`config.mk`:
```
export PLATFORM = sky130hd
export DESIGN_NAME = id_ex_operand_stage
export DESIGN_NICKNAME = d
export VERILOG_FILES = /design/src/rtl/id_ex_operand_stage.sv
export SDC_FILE = /design/constraint.sdc
export NUM_CORES = 1
export LEC_CHECK = 0
export BUFFER_PORTS_ARGS = -buffer_cell sky130_fd_sc_hd__buf_2
export CAP_MARGIN = 40
export CORE_MARGIN = 2
export CORE_UTILIZATION = 53
export DETAILED_ROUTE_END_ITERATION = 7
export PLACE_DENSITY = 0.95
export SYNTH_ARGS = -nofsm -noshare
export SYNTH_HDL_FRONTEND = slang
export SYNTH_SLANG_ARGS = --single-unit
```
`constraint.sdc`:
```
create_clock -name clk -period 5.9 [get_ports clk]
set_input_delay 1.18 -clock clk [delete_from_list [all_inputs] [get_ports clk]]
set_output_delay 1.18 -clock clk [all_outputs]
set_load 0.01 [all_outputs]
```
`src/rtl/id_ex_operand_stage.sv`:
```
// ID/EX pipeline register with EX/MEM and MEM/WB operand forwarding, ALU B-source muxing
// and load-use hazard detection for the 5-stage MIPS core.
module id_ex_operand_stage #(
  parameter int unsigned WIDTH  = 32,
  parameter int unsigned REG_AW = 5
) (
  input  logic              clk,
  input  logic              rst_n,
  input  logic              stall,
  input  logic              flush,
  input  logic              id_valid,
  input  logic [WIDTH-1:0]  id_rd1,
  input  logic [WIDTH-1:0]  id_rd2,
  input  logic [WIDTH-1:0]  id_sign_imm,
  input  logic [REG_AW-1:0] id_rs,
  input  logic [REG_AW-1:0] id_rt,
  input  logic [REG_AW-1:0] id_rd,
  input  logic              id_alu_src,
  input  logic              id_reg_dst,
  input  logic [3:0]        id_alu_ctrl,
  input  logic              id_reg_write,
  input  logic              id_mem_read,
  input  logic              id_mem_write,
  input  logic              id_mem_to_reg,
  input  logic              exmem_reg_write,
  input  logic [REG_AW-1:0] exmem_wreg,
  input  logic [WIDTH-1:0]  exmem_result,
  input  logic              memwb_reg_write,
  input  logic [REG_AW-1:0] memwb_wreg,
  input  logic [WIDTH-1:0]  memwb_result,
  output logic [WIDTH-1:0]  read_data_1,
  output logic [WIDTH-1:0]  alu_src_output,
  output logic [3:0]        alu_ctrl,
  output logic [WIDTH-1:0]  ex_store_data,
  output logic [REG_AW-1:0] ex_wreg,
  output logic              ex_valid,
  output logic              ex_reg_write,
  output logic              ex_mem_read,
  output logic              ex_mem_write,
  output logic              ex_mem_to_reg,
  output logic              load_use_hazard
);

  typedef struct packed {
    logic              valid;
    logic [WIDTH-1:0]  rd1;
    logic [WIDTH-1:0]  rd2;
    logic [WIDTH-1:0]  sign_imm;
    logic [REG_AW-1:0] rs;
    logic [REG_AW-1:0] rt;
    logic [REG_AW-1:0] rd;
    logic              alu_src;
    logic              reg_dst;
    logic [3:0]        alu_ctrl;
    logic              reg_write;
    logic              mem_read;
    logic              mem_write;
    logic              mem_to_reg;
  } ex_fields_t;

  ex_fields_t ex_d, ex_q;

  always_comb begin
    ex_d = ex_q;
    if (flush) begin
      ex_d = '0;
    end else if (!stall) begin
      ex_d.valid      = id_valid;
      ex_d.rd1        = id_rd1;
      ex_d.rd2        = id_rd2;
      ex_d.sign_imm   = id_sign_imm;
      ex_d.rs         = id_rs;
      ex_d.rt         = id_rt;
      ex_d.rd         = id_rd;
      ex_d.alu_src    = id_alu_src;
      ex_d.reg_dst    = id_reg_dst;
      ex_d.alu_ctrl   = id_alu_ctrl;
      ex_d.reg_write  = id_reg_write;
      ex_d.mem_read   = id_mem_read;
      ex_d.mem_write  = id_mem_write;
      ex_d.mem_to_reg = id_mem_to_reg;
    end
  end

  always_ff @(posedge clk or negedge rst_n) begin
    if (!rst_n) begin
      ex_q <= '0;
    end else begin
      ex_q <= ex_d;
    end
  end

  logic             exmem_hit_a, memwb_hit_a, exmem_hit_b, memwb_hit_b;
  logic [WIDTH-1:0] fwd_b;

  // $0 never forwards; EX/MEM is the younger producer so it wins over MEM/WB.
  always_comb begin
    exmem_hit_a = exmem_reg_write && (exmem_wreg != '0) && (exmem_wreg == ex_q.rs);
    memwb_hit_a = memwb_reg_write && (memwb_wreg != '0) && (memwb_wreg == ex_q.rs);
    exmem_hit_b = exmem_reg_write && (exmem_wreg != '0) && (exmem_wreg == ex_q.rt);
    memwb_hit_b = memwb_reg_write && (memwb_wreg != '0) && (memwb_wreg == ex_q.rt);

    if (exmem_hit_a)      read_data_1 = exmem_result;
    else if (memwb_hit_a) read_data_1 = memwb_result;
    else                  read_data_1 = ex_q.rd1;

    if (exmem_hit_b)      fwd_b = exmem_result;
    else if (memwb_hit_b) fwd_b = memwb_result;
    else                  fwd_b = ex_q.rd2;
  end

  assign alu_src_output = ex_q.alu_src ? ex_q.sign_imm : fwd_b;
  assign ex_store_data  = fwd_b;
  assign alu_ctrl       = ex_q.alu_ctrl;
  assign ex_wreg        = ex_q.reg_dst ? ex_q.rd : ex_q.rt;

  // Controls are qualified by valid so an invalid slot can never write state.
  assign ex_valid      = ex_q.valid;
  assign ex_reg_write  = ex_q.valid & ex_q.reg_write;
  assign ex_mem_read   = ex_q.valid & ex_q.mem_read;
  assign ex_mem_write  = ex_q.valid & ex_q.mem_write;
  assign ex_mem_to_reg = ex_q.valid & ex_q.mem_to_reg;

  assign load_use_hazard = ex_mem_read && (ex_wreg != '0) &&
                           ((ex_wreg == id_rs) || (ex_wreg == id_rt));

endmodule

```
==> results of run 1 <==
[stage by stage]
step / power (W) / hold WS [ps] / instances / instance area [um^2] / setup WS, ps
after global placement: 0.00139 / 497 / 1206 / 8930 / 1070
after floorplan: 0.00119 / 481 / 771 / 7380 / 1990
after global routing: 0.00253 / 542 / 1243 / 9600 / 1050
final: 0.00243 / 518 / 1244 / 9600 / 1090
after CTS: 0.00243 / 523 / 1242 / 9600 / 1150
after detailed placement: 0.00141 / 505 / 1210 / 9010 / 1160
[state kept, by name, summed over array words and instances (netlist names)]
signal    flops
ex_q        117
alu_ctrl      4
ex_valid      1
[report_power, final]
| part | internal, W | switching (W) | leakage (nW) |
|---|---|---|---|
| logic | 0.000211 | 0.000271 | 3.07 |
| clock network | 0.000665 | 0.000365 | 0.291 |
| registers | 0.000885 | 0.0000342 | 1.62 |
[layout by cell type, fill, tap and decap left out, drive strengths merged]
cell / n
a211oi: 13
a21boi: 13
a21oi: 33
a31oi: 19
and2: 4
and4: 1
buf: 328
bufinv: 2
clkbuf: 25
clkinv: 5
dfrtp: 122
diode: 2
inv: 4
mux2: 20
mux2i: 158
nand2: 13
nand3: 22
nand4: 4
nor2: 183
nor3: 21
nor4: 1
o211a: 1
o211ai: 2
o21ai: 21
o31ai: 13
or2: 1
or4: 3
xnor2: 22
xor2: 8
[layout make-up]
class | instances | area share (%)
inverters | 4 | 0.156
clock inverters | 7 | 0.925
well taps | 180 | 2.35
multi-input cells | 576 | 41.4
flip-flops and latches | 122 | 31.8
clock buffers | 25 | 5.16
diodes | 2 | 0.0521
repair buffers | 328 | 18.1
[metal layers]
layer / share of wire (%) / vias up
li1: - / 3254
met1: 37 / 3528
met2: 50 / 465
met3: 9.4 / 82
met4: 3.4 / 2
met5: 0.037 / -
[cell families (layout without fill, tap and decap cells)]
family | after synthesis | in the layout | share of synthesized area (%)
simple gates | 253 | 253 | 14.4
other cells | 0 | 2 | 0
buf+inv | 73 | 364 | 4.78
flops | 122 | 122 | 41.4
xor+xnor | 30 | 30 | 3.56
compound gates | 115 | 115 | 11.3
mux | 178 | 178 | 24.5
[final timing paths]
path | from | end | slack, ps | cells past startpoint
max reg2reg | ex_q[9] | ex_q[9] | 4890 | 2
max in group asynchronous | rst_n | ex_q[54] | 3920 | 3
max | exmem_wreg[1] | alu_src_output[12] | 1090 | 7
min reg2reg | ex_q[57] | ex_q[57] | 520 | 2
min in group asynchronous | rst_n | ex_q[104] | 790 | 1
min | ex_q[57] | ex_q[57] | 520 | 2
[worst reg2reg max path, cell delays in order, from the launching register on]
cell and delay (ps):
dfrtp_2 580, mux2i_1 230, nor2_1 60
==> summary.md, run 1 <==
| Metric | Value |
|---|---|
| Clk_skew | `0 ps` |
| Most frequent cell after synthesis | `nor2_1` |
| Pleak | `4.98 nW` |
| Vias in the first global route | `7,302` |
| Slew Viols, Final | `0` |
| Critical path capture point type | `output pin` |
| H-Tree Depth | `4` |
| Drt wl/cell | `19.5 um` |
| Average vias per placed instance | `5.89` |
| CP delay by family, top | `simple AND/OR/NAND/NOR gates` |
| Global routing usage on met1 | `37.9%` |
| Layout cell share with drive strength beyond 1 | `38.2%` |
| Ys flop type | `dfrtp_1` |
| TritonCTS clock tree | `built` |
| Number of synthesis warnings | `0` |
| Worst skew pair latency | `410 ps` |
| Gr ovfl total | `0` |
| HP Class | `flop to flop` |
| Peak Freq | `208 MHz` |
| Post-synthesis cell type count | `35` |
| Bufs on Longest Clock Path | `2` |
| Pin count of the biggest net entering global routing | `63` |
| Final setup TNS | `0 ps` |
| Most instantiated cells after synthesis | `183 x nor2_1, 158 x mux2i_1, 122 x dfrtp_1, 33 x a21oi_1, 29 x clkbuf_1` |
| Die Ht | `122 um` |
| Final net count | `1,251` |
| Postcts setup bufs | `0` |
| Power density cells | `253 mW/mm^2` |
| GR Util met2 | `55.6%` |
| Number of synthesized flops with an enable pin | `0` |
| Critical Path Most Common Cell | `buf_2` |
| Final hold violations | `0` |
| Die Wd | `122 um` |
| Launching element type of the critical path | `input pin` |
| Reg area | `0.00305 mm^2` |
| Area Growth Syn to Fin | `30.2%` |
| DRT Pass-1 Iters | `7` |
| Busiest grt layer | `met2` |
| Avg Cell Area, Syn | `9.57 um^2` |
| Initial Util | `53.8%` |
| Max incr delay on CP | `730 ps` |
| Req. time, crit path | `4720 ps` |
| CP max FO | `32` |
| Iter 0 DRT Violations | `519` |
| TritonCTS Sinks | `122` |
| Drt drc | `0` |
| Max VDD drop | `0.225 mV` |
| Register area share after synthesis | `41.4%` |
| Cts bufs inserted | `17` |
| Hold-fix buffers, CTS | `0` |
| Leading area contributor after synthesis | `dfrtp_1` |
| DRT antenna net count | `0` |
| Cell area after synthesis | `0.00738 mm^2` |
| Core region area | `0.0137 mm^2` |
| Slew HR | `39.9%` |
| PortBufs | `312` |
| Antenna violations before repair | `3` |
| Crit path kind | `input pin to output pin` |
| Critical path data arrival time | `3630 ps` |
| Filler cell count | `976` |
| Vias | `7,331` |
| Global-route wire length before repair | `36,800 um` |
| FFs w/ async S/R, synth | `100%` |
| Resize count post-CTS | `0` |
| Num rows | `43` |
| Synth Net Count | `973` |
| Gr usage total | `32.1%` |
| Root Buffer | `clkbuf_16` |
| Clk slew on worst S/H paths | `50 ps` |
| Least-Margin Pin Slew | `901 ps` |
| I/O pin count | `313` |
| Area of the multi-input gates | `0.00398 mm^2` |
| Slowest cell on crit path | `or2_2` |
| Max-cap violations | `0` |
| Gp weighted congestion | `0.926` |
| Die ar. | `0.0149 mm^2` |
| Final Setup Violations | `0` |
| Seq cells post-synth | `122` |
| CP bufs+invs | `2` |
| Final Routed Wirelength | `24,300 um` |
| Mapped Cells | `771` |
| Cell Chain, Critical Path | `buf_2 > or4_1 > o211ai_2 > or2_2 > a31oi_1 > mux2_2 > buf_2` |
| Detailed placement HPWL | `17,300 um` |
| Met3 Usage GRT | `7.16%` |
| Status | `complete, no violations` |
| Final period utilization | `81.4%` |
| Minimum clock period | `4810 ps` |
| Ranking of synthesized cells by area | `dfrtp_1 41%, mux2i_1 21%, nor2_1 9.3%` |
| Share of the synthesized area in the top cell type | `41.4%` |
| RSZ-0062 raised after global routing | `false` |
| Final Core Density | `70.0%` |
Power figures use the tool's default switching activity.
==> run 2: changes to the inputs <==
- CORE_UTILIZATION: 53 -> 44
- PLACE_DENSITY: 0.95 -> 0.88
- clock period: 5.9 -> 3.95 ns (I/O delays scaled with it)
==> run 2 against run 1 <==
Compared with the run above:
- power rose by 48%
- global-route usage fell by 4.1 points
- highest routed layer unchanged
- sequential power rose by 49%
- largest power group unchanged
- largest cell class unchanged
==> summary.md, run 2 (synthesis gave the netlist of run 1 again) <==
| Metric | Value |
|---|---|
| Status | `complete, no violations (unchanged)` |
| Cts bufs inserted | `17 (unchanged)` |
| I/O pin count | `313 (unchanged)` |
| Final net count | `1,255 (was 1,251)` |
| TritonCTS Sinks | `122 (unchanged)` |
| CP max FO | `19 (was 32)` |
| DRT antenna net count | `0 (unchanged)` |
| Detailed placement HPWL | `18,100 um (was 17,300 um)` |
| Pin count of the biggest net entering global routing | `64 (was 63)` |
| Global-route wire length before repair | `38,900 um (was 36,800 um)` |
| Hold-fix buffers, CTS | `0 (unchanged)` |
| Least-Margin Pin Slew | `745 ps (was 901 ps)` |
| Postcts setup bufs | `0 (unchanged)` |
| Die Ht | `133 um (was 122 um)` |
| Final setup TNS | `0 ps (unchanged)` |
| Max VDD drop | `0.266 mV (was 0.225 mV)` |
| Core region area | `0.0165 mm^2 (was 0.0137 mm^2)` |
| Vias | `7,109 (was 7,331)` |
| Setup WS post-layout | `339 ps (was 1090 ps)` |
| Req. time, crit path | `3160 ps (was 4720 ps)` |
| Commonest non-fill, non-tap cells in the layout | `309 x buf_2, 181 x nor2_1, 158 x mux2i_1, 121 x dfrtp_1, 33 x a21oi_1 (unchanged)` |
| Slew Viols, Final | `0 (unchanged)` |
| Max-cap violations | `0 (unchanged)` |
| Max reg flops | `117 (unchanged)` |
| Drt drc | `0 (unchanged)` |
| Gp weighted congestion | `0.881 (was 0.926)` |
| Antenna violations before repair | `3 (unchanged)` |
| PortBufs | `312 (unchanged)` |
| Dpl ws | `383 ps (was 1160 ps)` |
| H-Tree Depth | `4 (unchanged)` |
| Worst skew pair latency | `410 ps (about the same)` |
| HP Class | `input pin to asynchronous set/reset pin (was flop to flop)` |
| Clk_skew | `0 ps (unchanged)` |
| Clk slew on worst S/H paths | `60 ps (was 50 ps)` |
| Root Buffer | `clkbuf_16 (unchanged)` |
| RSZ-0062 raised after global routing | `false (unchanged)` |
| Gr ovfl total | `0 (unchanged)` |
| Critical path data arrival time | `2820 ps (was 3630 ps)` |
| Peak Freq | `277 MHz` |
| Layout cell share with drive strength beyond 1 | `38.6% (was 38.2%)` |
| Average vias per placed instance | `5.54 (was 5.89)` |
| Power density cells | `372 mW/mm^2 (was 253 mW/mm^2)` |
| Crit path kind | `input pin to output pin (unchanged)` |
| DRT Pass-1 Iters | `6 (was 7)` |
| Final Routed Wirelength | `25,100 um (was 24,300 um)` |
| Die Wd | `133 um (was 122 um)` |
| Filler cell count | `1,449 (was 976)` |
| Top reg by flops | `ex_q (unchanged)` |
| Drt wl/cell | `19.5 um (about the same)` |
| Gr usage total | `28.1% (was 32.1%)` |
| Launching element type of the critical path | `input pin (unchanged)` |
| TritonCTS clock tree | `built (unchanged)` |
| Die ar. | `0.0178 mm^2 (was 0.0149 mm^2)` |
| Bufs on Longest Clock Path | `2 (unchanged)` |
| Area Growth Syn to Fin | `31.5% (was 30.2%)` |
| Commonest non-fill, non-tap cell in the layout | `buf_2 (unchanged)` |
| Slew HR | `50.3% (was 39.9%)` |
| Initial Util | `44.8% (was 53.8%)` |
| Vias in the first global route | `7,371 (was 7,302)` |
| Resize count post-CTS | `0 (unchanged)` |
| Pleak | `5.00 nW (was 4.98 nW)` |
| Final Setup Violations | `0 (unchanged)` |
| Minimum clock period | `3610 ps` |
| Num rows | `47 (was 43)` |
| Final period utilization | `91.4%` |
| Critical path capture point type | `output pin (unchanged)` |
| Final hold violations | `0 (unchanged)` |
| Iter 0 DRT Violations | `435 (was 519)` |
[run 2: cell types whose count changed in the layout (fill, tap and decap cells not counted)]
| cell | previous run | this run |
|---|---|---|
| clkbuf_1 | 4 | 1 |
| clkbuf_8 | 4 | 2 |
| clkinv_2 | 4 | 5 |
| diode_2 | 2 | 1 |
| buf_12 | 1 | 4 |
| o211ai_4 | 0 | 1 |
| o211ai_2 | 2 | 1 |
| buf_4 | 14 | 15 |
| clkinvlp_4 | 0 | 2 |
| clkinv_4 | 1 | 0 |
[run 2: path summary, 6_finish.rpt]
| path | from | to | slack (ps) | cells after the start |
|---|---|---|---|---|
| worst max-delay path | exmem_wreg[1] | alu_src_output[13] | 340 | 8 |
| worst min-delay path | rst_n | ex_q[40] | 350 | 1 |
| worst max register to register | ex_q[9] | ex_q[9] | 2810 | 2 |
| worst min register to register | ex_q[62] | ex_q[62] | 520 | 2 |
| max in group asynchronous | rst_n | ex_q[85] | 2790 | 2 |
| min in group clk | ex_q[62] | ex_q[62] | 520 | 2 |
[run 2: metal layers]
metal  vias up  global-route usage [%]  wire length (um)
met5         -                       0                13
met4         2                    12.4               775
met3        62                    7.95              2190
met2       378                    47.7             12400
met1      3408                    33.1              9730
li1       3259                       -                 -
[run 2: power by group]
group / switching [W] / internal, W / total, W / leakage [nW]
sequential: 0.0000537 / 0.00132 / 0.00137 / 1.62
clock: 0.000561 / 0.000944 / 0.00151 / 0.273
combinational: 0.000404 / 0.000320 / 0.000724 / 3.11
[run 2: worst max-delay path: stages]
cell and delay [ps]:
buf_2 120, or4_1 600, o211ai_4 220, buf_4 330, nor3_1 100, a31oi_1 310
mux2_2 220, buf_2 120
[run 2: cell type report]
type	count	area, um^2	share of cell area [%]
antenna	1	2.50	0.0258
clock buffer	20	457	4.71
clock inverter	9	100	1.03
inverter	4	15.0	0.155
multi-input combinational	576	3990	41.1
sequential	122	3050	31.5
tap	220	275	2.84
timing repair buffer	332	1810	18.6
[run 2: metrics by stage]
stage,std cells,utilization [%],hold slack (ps),power (W),cell area (um^2)
after global routing,1284,58.9,370,0.00374,9700
after global placement,1251,55.1,496,0.00209,9080
after floorplan,771,-,481,0.00178,7380
after detailed placement,1254,55.5,509,0.00212,9140
final,1284,58.9,347,0.00360,9700
after CTS,1283,58.9,354,0.00362,9690
==> run 3: changes to the inputs <==
- CELL_PAD_IN_SITES_DETAIL_PLACEMENT: default -> 1
- CELL_PAD_IN_SITES_GLOBAL_PLACEMENT: default -> 1
- CORE_UTILIZATION: 44 -> 32
- PLACE_DENSITY: 0.88 -> 0.87
==> run 3 against run 2 <==
Compared with the run above:
- worst hold slack better by 62 ps
- cell area up 1.8%
- sequential share of layout area down 0.55 points
- wire length increased by 13%
- clock-buffer cell count did not move
- die area up 36%
- clock power grew 9.9%
- utilization shrank 15 points
- critical endpoint is now alu_src_output[21]
- largest cell class unchanged
- highest routed layer is now met4
==> summary.md, run 3 (synthesis gave the netlist of run 1 again) <==
| Metric | Value |
|---|---|
| Int Pwr | `0.00268 W (was 0.00259 W)` |
| HP Class | `input pin to asynchronous set/reset pin (unchanged)` |
| DRT antenna net count | `0 (unchanged)` |
| Worst skew pair latency | `410 ps (about the same)` |
| Max reg flops | `117 (unchanged)` |
| Slew Viols, Final | `0 (unchanged)` |
| Pin count of the biggest net entering global routing | `77 (was 64)` |
| Die ar. | `0.0243 mm^2 (was 0.0178 mm^2)` |
| Die Ht | `156 um (was 133 um)` |
| Bufs on Longest Clock Path | `2 (unchanged)` |
| Pleak | `5.03 nW (was 5.00 nW)` |
| Cts bufs inserted | `17 (unchanged)` |
| TritonCTS clock tree | `built (unchanged)` |
| Antenna violations before repair | `5 (was 3)` |
| Final hold violations | `0 (unchanged)` |
| Gr ovfl total | `0 (unchanged)` |
| Clk_skew | `0 ps (unchanged)` |
| Resize count post-CTS | `0 (unchanged)` |
| Least-Margin Pin Slew | `792 ps (was 745 ps)` |
| Top reg by flops | `ex_q (unchanged)` |
| Critical Path Most Common Cell | `buf_2 (unchanged)` |
| Sequential Power Share | `36.4% (was 38.1%)` |
| Postcts setup bufs | `0 (unchanged)` |
| I/O pin count | `313 (unchanged)` |
| CP bufs+invs | `3 (unchanged)` |
| Die Wd | `156 um (was 133 um)` |
| Req. time, crit path | `3160 ps (about the same)` |
| Minimum clock period | `3790 ps (was 3610 ps)` |
| Commonest non-fill, non-tap cell in the layout | `buf_2 (unchanged)` |
| Gp weighted congestion | `0.866 (was 0.881)` |
| Core region area | `0.0226 mm^2 (was 0.0165 mm^2)` |
| Iter 0 DRT Violations | `437 (was 435)` |
| Slowest cell on crit path | `nor2_2 (was or4_1)` |
| Max-cap violations | `0 (unchanged)` |
| RSZ-0062 raised after global routing | `false (unchanged)` |
| Cell Chain, Critical Path | `buf_2 > xnor2_1 > o211ai_2 > nor2_2 > buf_4 > a211oi_2 > o31ai_1 > buf_2 (was buf_2 > or4_1 > o211ai_4 > buf_4 > nor3_1 > a31oi_1 > mux2_2 > buf_2)` |
| Part of the power in combinational logic | `19.7% (was 20.1%)` |
| Launching element type of the critical path | `input pin (unchanged)` |
| Critical path capture point type | `output pin (unchanged)` |
| Final period utilization | `95.9% (was 91.4%)` |
| Critical path data arrival time | `3000 ps (was 2820 ps)` |
| Peak Freq | `264 MHz (was 277 MHz)` |
| Clk slew on worst S/H paths | `60 ps (about the same)` |
| Vias | `7,120 (was 7,109)` |
| Drt drc | `0 (unchanged)` |
| Global-route wire length before repair | `42,400 um (was 38,900 um)` |
| Layout cell share with drive strength beyond 1 | `39.0% (was 38.6%)` |
| Sw Share | `29.0% (was 28.3%)` |
| DRT Pass-1 Iters | `5 (was 6)` |
| CP delay by family, top | `buffers and inverters (was simple AND/OR/NAND/NOR gates)` |
| Hold-fix buffers, CTS | `0 (unchanged)` |
| NetSw | `0.00110 W (was 0.00102 W)` |
| TritonCTS Sinks | `122 (unchanged)` |
| Detailed placement HPWL | `20,900 um (was 18,100 um)` |
| Area Growth Syn to Fin | `33.8% (was 31.5%)` |
| Power density cells | `382 mW/mm^2 (was 372 mW/mm^2)` |
| Gr usage total | `23.0% (was 28.1%)` |
| Portion of total power attributed to the clock network | `43.9% (was 41.8%)` |
| Vias in the first global route | `7,525 (was 7,371)` |
| H-Tree Depth | `4 (unchanged)` |
| Final net count | `1,258 (was 1,255)` |
| Final setup TNS | `0 ps (unchanged)` |
| Crit path kind | `input pin to output pin (unchanged)` |
| Max VDD drop | `0.248 mV (was 0.266 mV)` |
| Final Setup Violations | `0 (unchanged)` |
| Root Buffer | `clkbuf_16 (unchanged)` |
| Drt wl/cell | `20.9 um (was 19.5 um)` |
| Commonest non-fill, non-tap cells in the layout | `309 x buf_2, 181 x nor2_1, 158 x mux2i_1, 121 x dfrtp_1, 33 x a21oi_1 (unchanged)` |
| Num rows | `55 (was 47)` |
| Slew HR | `47.2% (was 50.3%)` |
| CP max FO | `8 (was 19)` |
| Max incr delay on CP | `630 ps (was 600 ps)` |
| PortBufs | `312 (unchanged)` |
| Average vias per placed instance | `5.24 (was 5.54)` |
| Power Total | `0.00377 W (was 0.00360 W)` |
| Initial Util | `32.6% (was 44.8%)` |
| Status | `complete, no violations (unchanged)` |
| Final Routed Wirelength | `28,300 um (was 25,100 um)` |
[run 3: cell types whose count changed in the layout (fill, tap and decap cells not counted), sizes merged]
cell      change
clkinv        -4
diode         +4
buf           +3
clkinvlp      +3
inv           +3
bufinv        +1
[run 3: final timing paths]
path                               start  depth (start not counted)                  to  slack [ps]
min                                rst_n                          1         alu_ctrl[1]         410
max reg2reg                      ex_q[9]                          2             ex_q[9]        2950
min in group clk                 ex_q[2]                          2             ex_q[2]         520
max in group asynchronous          rst_n                          2            ex_q[16]        2730
min reg2reg                      ex_q[2]                          2             ex_q[2]         520
max                        memwb_wreg[3]                          8  alu_src_output[21]         160
[run 3: cell type report]
cell class	count	area (um^2)
Antenna cell	5	12.5
Timing Repair Buffer	335	1820
Multi-Input combinational cell	576	3990
Clock inverter	12	163
Inverter	4	15.0
Sequential cell	122	3050
Fill cell	2703	12800
Clock buffer	20	457
Tap cell	285	357
[run 3: through the flow]
step	hold WS, ps	util (%)	std cells	setup WS, ps	instance area (um^2)
after global routing	470	43.6	1357	54.6	9860
after CTS	445	43.5	1354	165	9860
final	409	43.6	1359	162	9870
after floorplan	481	-	771	822	7380
after detailed placement	510	40.8	1322	156	9240
after global placement	497	40.8	1322	152	9240
[run 3: power groups by stage]
| stage | clock network (W) | registers [W] | logic [W] |
|---|---|---|---|
| after floorplan | 0 | 0.00137 | 0.000407 |
| after global placement | 0 | 0.00139 | 0.000725 |
| after detailed placement | 0 | 0.00140 | 0.000744 |
| after CTS | 0.00170 | 0.00138 | 0.000749 |
| after global routing | 0.00175 | 0.00138 | 0.000805 |
| final | 0.00166 | 0.00138 | 0.000743 |
[run 3: metal layers]
| layer | routed length, um | GRT usage (%) | share of wire, % | vias to the layer above |
|---|---|---|---|---|
| li1 | - | - | - | 3258 |
| met1 | 11700 | 27.6 | 41 | 3538 |
| met2 | 14400 | 40.3 | 51 | 287 |
| met3 | 1710 | 5.25 | 6.0 | 37 |
| met4 | 548 | 8.30 | 1.9 | 0 |
| met5 | 0 | 0 | 0 | - |
[run 3: worst reg2reg max path, delay by kind of cell (launching register included)]
kind             cells  cell delay (ps)
flip-flops           1              590
AND/OR/NAND/NOR      1               60
multiplexers         1              210
